File: src/rtl/bf2_pair_feeder.sv
// Input feeder for the radix-2 butterfly: buffers the first half-frame, then pairs x[k] with x[k+HALF].
// Optional BF2_FEEDER_FRAME_TAG_EN adds pair_idx / frame_last outputs.
module bf2_pair_feeder #(
  parameter int unsigned WIDTH = 13,
  parameter int unsigned DEPTH = 2,
  parameter int unsigned HALF  = 4
) (
  input  logic                            clk,
  input  logic                            rstn,
  input  logic                            flush,
  input  logic                            in_valid,
  input  logic signed [DEPTH*WIDTH-1:0]   din_R,
  input  logic signed [DEPTH*WIDTH-1:0]   din_Q,
  output logic                            pair_valid,
  output logic signed [DEPTH*WIDTH-1:0]   dout_R_1,
  output logic signed [DEPTH*WIDTH-1:0]   dout_Q_1,
  output logic signed [DEPTH*WIDTH-1:0]   dout_R_2,
  output logic signed [DEPTH*WIDTH-1:0]   dout_Q_2,
  output logic                            busy
`ifdef BF2_FEEDER_FRAME_TAG_EN
  ,
  output logic        [$clog2(HALF)-1:0]  pair_idx,
  output logic                            frame_last
`endif
);

  localparam int unsigned CW = $clog2(HALF);
  localparam int unsigned BW = DEPTH * WIDTH;

  typedef enum logic {StFill, StPair} state_e;

  state_e          state_q;
  logic [CW-1:0]   cnt_q;
  logic [BW-1:0]   mem_r [HALF];
  logic [BW-1:0]   mem_i [HALF];
  logic            accept;
  logic            cnt_last;

  assign accept   = in_valid & ~flush;
  assign cnt_last = (cnt_q == CW'(HALF - 1));

  // First-half storage; no reset, stale entries are always rewritten before being read.
  always_ff @(posedge clk) begin
    if (state_q == StFill && accept) begin
      mem_r[cnt_q] <= din_R;
      mem_i[cnt_q] <= din_Q;
    end
  end

  always_ff @(posedge clk or negedge rstn) begin
    if (!rstn) begin
      state_q    <= StFill;
      cnt_q      <= '0;
      busy       <= 1'b0;
      pair_valid <= 1'b0;
      dout_R_1   <= '0;
      dout_Q_1   <= '0;
      dout_R_2   <= '0;
      dout_Q_2   <= '0;
`ifdef BF2_FEEDER_FRAME_TAG_EN
      pair_idx   <= '0;
      frame_last <= 1'b0;
`endif
    end else begin
      // Outputs are zero on every cycle without an accepted PAIR beat.
      pair_valid <= 1'b0;
      dout_R_1   <= '0;
      dout_Q_1   <= '0;
      dout_R_2   <= '0;
      dout_Q_2   <= '0;
`ifdef BF2_FEEDER_FRAME_TAG_EN
      pair_idx   <= '0;
      frame_last <= 1'b0;
`endif
      if (flush) begin
        state_q <= StFill;
        cnt_q   <= '0;
        busy    <= 1'b0;
      end else if (accept) begin
        cnt_q <= cnt_last ? '0 : cnt_q + CW'(1);
        unique case (state_q)
          StFill: begin
            if (cnt_last) begin
              state_q <= StPair;
              busy    <= 1'b1;
            end
          end
          StPair: begin
            pair_valid <= 1'b1;
            dout_R_1   <= mem_r[cnt_q];
            dout_Q_1   <= mem_i[cnt_q];
            dout_R_2   <= din_R;
            dout_Q_2   <= din_Q;
`ifdef BF2_FEEDER_FRAME_TAG_EN
            pair_idx   <= cnt_q;
            frame_last <= cnt_last;
`endif
            if (cnt_last) begin
              state_q <= StFill;
              busy    <= 1'b0;
            end
          end
          default: state_q <= StFill;
        endcase
      end
    end
  end

endmodule

File: config.mk
export PLATFORM = sky130hd
export DESIGN_NAME = bf2_pair_feeder
export DESIGN_NICKNAME = d
export VERILOG_FILES = /design/src/rtl/bf2_pair_feeder.sv
export SDC_FILE = /design/constraint.sdc
export NUM_CORES = 1
export LEC_CHECK = 0
export CORE_MARGIN = 2
export CORE_UTILIZATION = 25
export DETAILED_ROUTE_END_ITERATION = 8
export SYNTH_ARGS = -nofsm -noshare
export SYNTH_HDL_FRONTEND = slang
export SYNTH_SLANG_ARGS = --single-unit
File: constraint.sdc
create_clock -name clk -period 5.6 [get_ports clk]
set_input_delay 1.12 -clock clk [delete_from_list [all_inputs] [get_ports clk]]
set_output_delay 1.12 -clock clk [all_outputs]
set_load 0.01 [all_outputs]
==> summary.md, run 1 <==
| Metric | Value |
|---|---|
| ANT nets after route | `0` |
| Max H-tree Level | `2` |
| RSZ-0062 raised after global routing | `no` |
| Total Die Area | `46180 um^2` |
| Status | `finished clean` |
| CTS Buffer Depth | `3` |
| Post-detail-place hpwl | `12530 um` |
| Post-Route WL | `23100 um` |
| Static leakage | `5.205 nW` |
| # diodes | `0` |
| # Post-CTS Setup Buffers | `0` |
| Post-Syn Instances | `580` |
| Initial DRC count | `254` |
| Worst hold path class | `reg -> reg` |
| Min-delay src | `mem_i[1][9]$_DFFE_PP_` |
| Dpl ws | `2.152 ns` |
| Root buf cell | `clkbuf_16` |
| Critical Path Fanout Max | `52` |
| GP Congestion | `0.6648` |
| Die width | `214.9 um` |
| Clk_lat worst skew | `0.53 ns` |
| Setup crit start kind | `input pin` |
| Library cells used by synthesis | `20` |
| CTS tree | `built` |
| Synthesized net count | `640` |
| R2R Path Start | `cnt_q[1]$_DFFE_PN0P_` |
| First-pass GRT wire length | `35950 um` |
| Area growth syn-to-layout | `30.72%` |
| Ys Warns | `0` |
| WL/cell | `16.82 um` |
| Initial antenna violation count | `1` |
| Routed vias/inst | `4.011` |
| Period minus WS final | `2.864 ns` |
| Post-Syn Area | `11120 um^2` |
| Period utilization | `51.14%` |
| Register area share after synthesis | `80.71%` |
| Clock Skew | `0.006621 ns` |
| Tot GR Track Use | `10.24%` |
| Max VDD drop | `0.1768 mV` |
| Commonest non-fill, non-tap cell in the layout | `edfxtp_1` |
| CTS buffer count | `37` |
| Highest clock rate | `349.2 MHz` |
| Layout Nets | `812` |
| CTS Hold Bufs | `0` |
| Final WS setup | `2.736 ns` |
| Detailed-route DRC error count | `0` |
| DR vias | `5507` |
| Core area | `44030 um^2` |
| Final hold violations | `0` |
| TritonCTS Sinks | `317` |
| Top post-synthesis cells by area | `edfxtp_1 56%, dfrtp_1 25%, mux2i_1 9.5%` |
| Setup TNS | `0 ns` |
| CP endpoint kind | `flop` |
| Slew margin rel. | `29.01%` |
| # rows | `77` |
| Top cell type's share of synthesized area | `56.18%` |
| Max_cap viols | `0` |
| First-pass detailed-route iteration total | `6` |
| Syn avg cell area | `19.17 um^2` |
| Synth Register Bits | `317` |
| Arr. time, crit path | `3.27 ns` |
| Effective utilization at floorplan | `25.25%` |
| Power per cell area | `356.7 nW/um^2` |
| Final setup fails | `0` |
| Total I/O pin count | `162` |
| Port Buffer Count | `161` |
| Pin count of the biggest net entering global routing | `71` |
| Most frequent cells in the layout | `208 x edfxtp_1, 160 x clkdlybuf4s50_1, 108 x dfrtp_1` |
| Number of global-route vias before repair | `5881` |
| Layout cells sized above 1 | `9.219%` |
| CP required | `6.00 ns` |
| Post-synth top area cell | `edfxtp_1` |
| CP Class | `in -> reg` |
| Die Y | `214.9 um` |
| Clk pin slew, worst setup/hold paths | `0.06 ns` |
| Crit path from | `in_valid` |
| Remaining global-route overflow | `0` |
| Worst-Margin Slew | `1.062 ns` |
| Quantity of gates resized following cts | `0` |
| Slew Limit Fails | `0` |
critical path: stages:
cell and delay (ns):
clkdlybuf4s50_1 0.79, nand4b_4 0.86, o22ai_1 0.47
registers in the layout (all words and copies together) (netlist names), 2 cells and up:
register,count
dout_R_1,26
cnt_q,2
dout_Q_1,26
mem_r,104
dout_R_2,26
mem_i,104
dout_Q_2,26
Yosys cell counts:
cell type,number
and3_1,3
nand4bb_1,1
o22ai_1,52
mux2i_1,105
dfrtp_1,109
or3b_1,1
a21bo_2,2
inv_1,2
ha_1,4
nor2_1,3
and2_1,52
and3b_1,1
buf_6,13
nand4b_4,1
buf_4,7
edfxtp_1,208
buf_2,11
nand3b_1,1
a21oi_1,3
nand2b_1,1
through the flow:
step           std cells  total power, mW  utilization (%)  hold slack, ns  cell area (um^2)
2_1_floorplan        580            2.701                -          0.4890             11120
3_3_place_gp        1305            2.802            30.17          0.4955             13280
3_5_place_dp        1305            2.808            30.17          0.5141             13280
4_1_cts             1373            5.279            33.01          0.5271             14530
5_1_grt             1373            5.395            33.01          0.5616             14530
6_report            1373            5.185            33.01          0.5333             14530
report_power, final:
group / switching, mW / internal, mW / total, mW
Sequential: 0.0236 / 2.54 / 2.57
Combinational: 0.101 / 0.0840 / 0.185
Clock: 0.944 / 1.49 / 2.43
cells by family after synthesis:
| logic type | synth area share, % |
|---|---|
| AOI/OAI and AO/OA | 3.241 |
| adders and majority gates | 0.4502 |
| buffers and inverters | 2.352 |
| DFF | 80.71 |
| muxes | 9.453 |
| and+or+nand+nor | 3.793 |
per-layer routing:
metal	track usage (%)	wire (um)	up-vias
li1	-	-	2544
met1	13.13	10240	2773
met2	16.34	10900	148
met3	3.001	1417	40
met4	3.981	533	2
met5	0	12	-
path summary, 6_finish.rpt:
check	end	slack (ns)	cells after the start
setup / recovery	dout_Q_1[25]$_DFF_PN0_	2.74	3
hold / removal	dout_Q_1[9]$_DFF_PN0_	0.53	2
setup reg to reg	mem_r[3][18]$_DFFE_PP_	2.78	4
hold reg to reg	dout_Q_1[9]$_DFF_PN0_	0.53	2
max in group asynchronous	dout_Q_2[21]$_DFF_PN0_	3.88	2
min in group asynchronous	dout_Q_1[25]$_DFF_PN0_	0.62	1
area by class of cell:
type	instances	area (um^2)
clock inverter	23	231.5
clock buffer	45	1018
fill	4247	29490
inverter	2	7.507
multi-input combinational	230	1923
sequential	317	8977
timing repair buffer	164	1635
tap	592	740.7
Note: power is estimated with default switching activity, not from simulation.
==> inputs of run 2 (changes only) <==
Clock period 5.6 ns to 2.8 ns, I/O delays scaled along.
==> summary.md, run 2 (same netlist as run 1, synthesis figures left out) <==
| Metric | Value |
|---|---|
| Status | `finished clean (unchanged)` |
| Worst reg2reg endpoint | `dout_R_1[21]$_DFF_PN0_ (was mem_r[3][18]$_DFFE_PP_)` |
| Power per cell area | `723.3 nW/um^2 (was 356.7 nW/um^2)` |
| Slew Limit Fails | `0 (unchanged)` |
| CP endpoint kind | `primary output (was flop)` |
| Port Buffer Count | `161 (unchanged)` |
| # rows | `77 (unchanged)` |
| CP max-delay cell | `clkdlybuf4s50_1 (was nand4b_4)` |
| Quantity of gates resized following cts | `0 (unchanged)` |
| Die width | `214.9 um (unchanged)` |
| R2R Path Start | `cnt_q[1]$_DFFE_PN0P_ (unchanged)` |
| Setup TNS | `0 ns (unchanged)` |
| CP Class | `reg -> out (was in -> reg)` |
| Tot GR Track Use | `10.84% (was 10.24%)` |
| Effective utilization at floorplan | `25.25% (unchanged)` |
| Pin count of the biggest net entering global routing | `73 (was 71)` |
| Layout Nets | `829 (was 812)` |
| Period minus WS final | `2.093 ns` |
| Delay-heaviest family, CP | `buffers and inverters (was simple AND/OR/NAND/NOR gates)` |
| Total Die Area | `46180 um^2 (unchanged)` |
| CTS tree | `built (unchanged)` |
| Critical Path Fanout Max | `1 (was 52)` |
| Setup crit start kind | `flop (was input pin)` |
| Static leakage | `5.333 nW (was 5.205 nW)` |
| Clk pin slew, worst setup/hold paths | `0.06 ns (about the same)` |
| CTS buffer count | `38 (was 37)` |
| Placed Instance Area | `13490 um^2 (was 13280 um^2)` |
| First-pass GRT wire length | `37160 um (was 35950 um)` |
| RSZ-0062 raised after global routing | `no (unchanged)` |
| Highest clock rate | `477.8 MHz` |
| Detailed-route DRC error count | `0 (unchanged)` |
| Max_cap viols | `0 (unchanged)` |
| Leading registers by flop count | `mem_i (104), mem_r (104) (unchanged)` |
| DR vias | `5599 (was 5507)` |
| Final hold violations | `0 (unchanged)` |
| Area growth syn-to-layout | `33.29% (was 30.72%)` |
| GP Congestion | `0.6789 (was 0.6648)` |
| Root buf cell | `clkbuf_16 (unchanged)` |
| Number of global-route vias before repair | `5807 (was 5881)` |
| Remaining global-route overflow | `0 (unchanged)` |
| Period utilization | `74.74%` |
| WP buf/inv | `1 (unchanged)` |
| CP required | `2.24 ns (was 6.00 ns)` |
| Post-layout instance area | `14820 um^2 (was 14530 um^2)` |
| Post-Route WL | `25170 um (was 23100 um)` |
| Slew margin rel. | `48.73% (was 29.01%)` |
| # diodes | `0 (unchanged)` |
| Commonest non-fill, non-tap cell in the layout | `edfxtp_1 (unchanged)` |
| Fill count | `4205 (was 4247)` |
| First-pass detailed-route iteration total | `4 (was 6)` |
| Most frequent cells in the layout | `208 x edfxtp_1, 160 x clkdlybuf4s50_1, 108 x dfrtp_1 (unchanged)` |
| Post-detail-place hpwl | `15890 um (was 12530 um)` |
| R2r setup slk | `0.80 ns (was 2.78 ns)` |
| Initial DRC count | `344 (was 254)` |
| Total I/O pin count | `162 (unchanged)` |
| # Post-CTS Setup Buffers | `0 (unchanged)` |
| Max H-tree Level | `2 (unchanged)` |
| Final setup fails | `0 (unchanged)` |
| Max VDD drop | `0.4214 mV (was 0.1768 mV)` |
| CTS Hold Bufs | `0 (unchanged)` |
| WL/cell | `18.09 um (was 16.82 um)` |
| Die Y | `214.9 um (unchanged)` |
| Core area | `44030 um^2 (unchanged)` |
| R2R depth | `3 (was 4)` |
| TritonCTS Sinks | `317 (unchanged)` |
| Worst-Margin Slew | `0.7690 ns (was 1.062 ns)` |
| Total placed cells including tap cells | `1321 (was 1305)` |
| Initial antenna violation count | `2 (was 1)` |
| CTS Buffer Depth | `3 (unchanged)` |
| Worst hold path class | `in -> async (was reg -> reg)` |
| Layout cells sized above 1 | `10.76% (was 9.219%)` |
| Final core utilization | `33.66% (was 33.01%)` |
| Arr. time, crit path | `1.53 ns (was 3.27 ns)` |
| ANT nets after route | `0 (unchanged)` |
| Clock Skew | `0.01941 ns (was 0.006621 ns)` |
| Worst-path cell chain | `clkdlybuf4s50_1 (was clkdlybuf4s50_1, nand4b_4, o22ai_1)` |
| Routed vias/inst | `4.025 (was 4.011)` |
| Post-Layout Cell Count | `1391 (was 1373)` |
| Clk_lat worst skew | `0.55 ns (was 0.53 ns)` |
| Crit-path max cell delay | `0.57 ns (was 0.86 ns)` |
-- run 2: changes by cell type in the layout (fill, tap and decap cells not counted), sizes merged --
cell / delta
clkinvlp: +1
buf: +16
clkbuf: +2
inv: +1
bufinv: +3
clkinv: -5
-- run 2: how the worst max path moves through the flow --
stage | slack [ns] | cells after the start | start | endpoint
after floorplan | 0.09 | 6 | cnt_q[1]$_DFFE_PN0P_ | mem_i[0][0]$_DFFE_PP_
after global placement | 0.31 | 4 | in_valid | mem_r[2][17]$_DFFE_PP_
after detailed placement | 0.26 | 4 | in_valid | dout_R_1[1]$_DFF_PN0_
after CTS | 0.66 | 1 | dout_R_1[6]$_DFF_PN0_ | dout_R_1[6]
after global routing | 0.64 | 3 | cnt_q[1]$_DFFE_PN0P_ | dout_R_1[14]$_DFF_PN0_
final | 0.71 | 1 | dout_R_1[25]$_DFF_PN0_ | dout_R_1[25]
-- run 2: final cells by class --
type | instances | area [um^2] | share of cell area, %
inverters | 2 | 7.507 | 0.05066
clock inverters | 23 | 342.8 | 2.313
clock buffers | 47 | 984.7 | 6.645
multi-input cells | 230 | 1923 | 12.98
flip-flops and latches | 317 | 8977 | 60.58
repair buffers | 180 | 1843 | 12.44
well taps | 592 | 740.7 | 4.998
-- run 2: stage by stage --
stage | hold WS [ns] | power [mW] | setup WS, ns
floorplan | 0.2644 | 5.402 | 0.09499
global placement | 0.5059 | 5.631 | 0.3117
detailed placement | 0.5183 | 5.637 | 0.2620
CTS | 0.05738 | 10.88 | 0.6616
global route | 0.08498 | 11.09 | 0.6364
finish | 0.03391 | 10.72 | 0.7072
-- run 2: report_power, final --
part | internal (mW) | leakage [nW] | switching (mW)
registers | 5.09 | 3.41 | 0.0317
clock network | 3.19 | 0.634 | 1.99
logic | 0.180 | 1.29 | 0.230
-- run 2: per-layer routing --
| metal | track usage (%) | part of all wire [%] |
|---|---|---|
| met5 | 0 | 0.12 |
| met1 | 13.83 | 43 |
| met4 | 3.241 | 2.0 |
| met2 | 17.61 | 48 |
| met3 | 3.439 | 6.9 |
-- run 2: worst register-to-register path: stages (launching register included) --
cell and delay [ns]:
dfrtp_4 0.72, buf_4 0.68, mux2i_1 0.30, o22ai_1 0.13
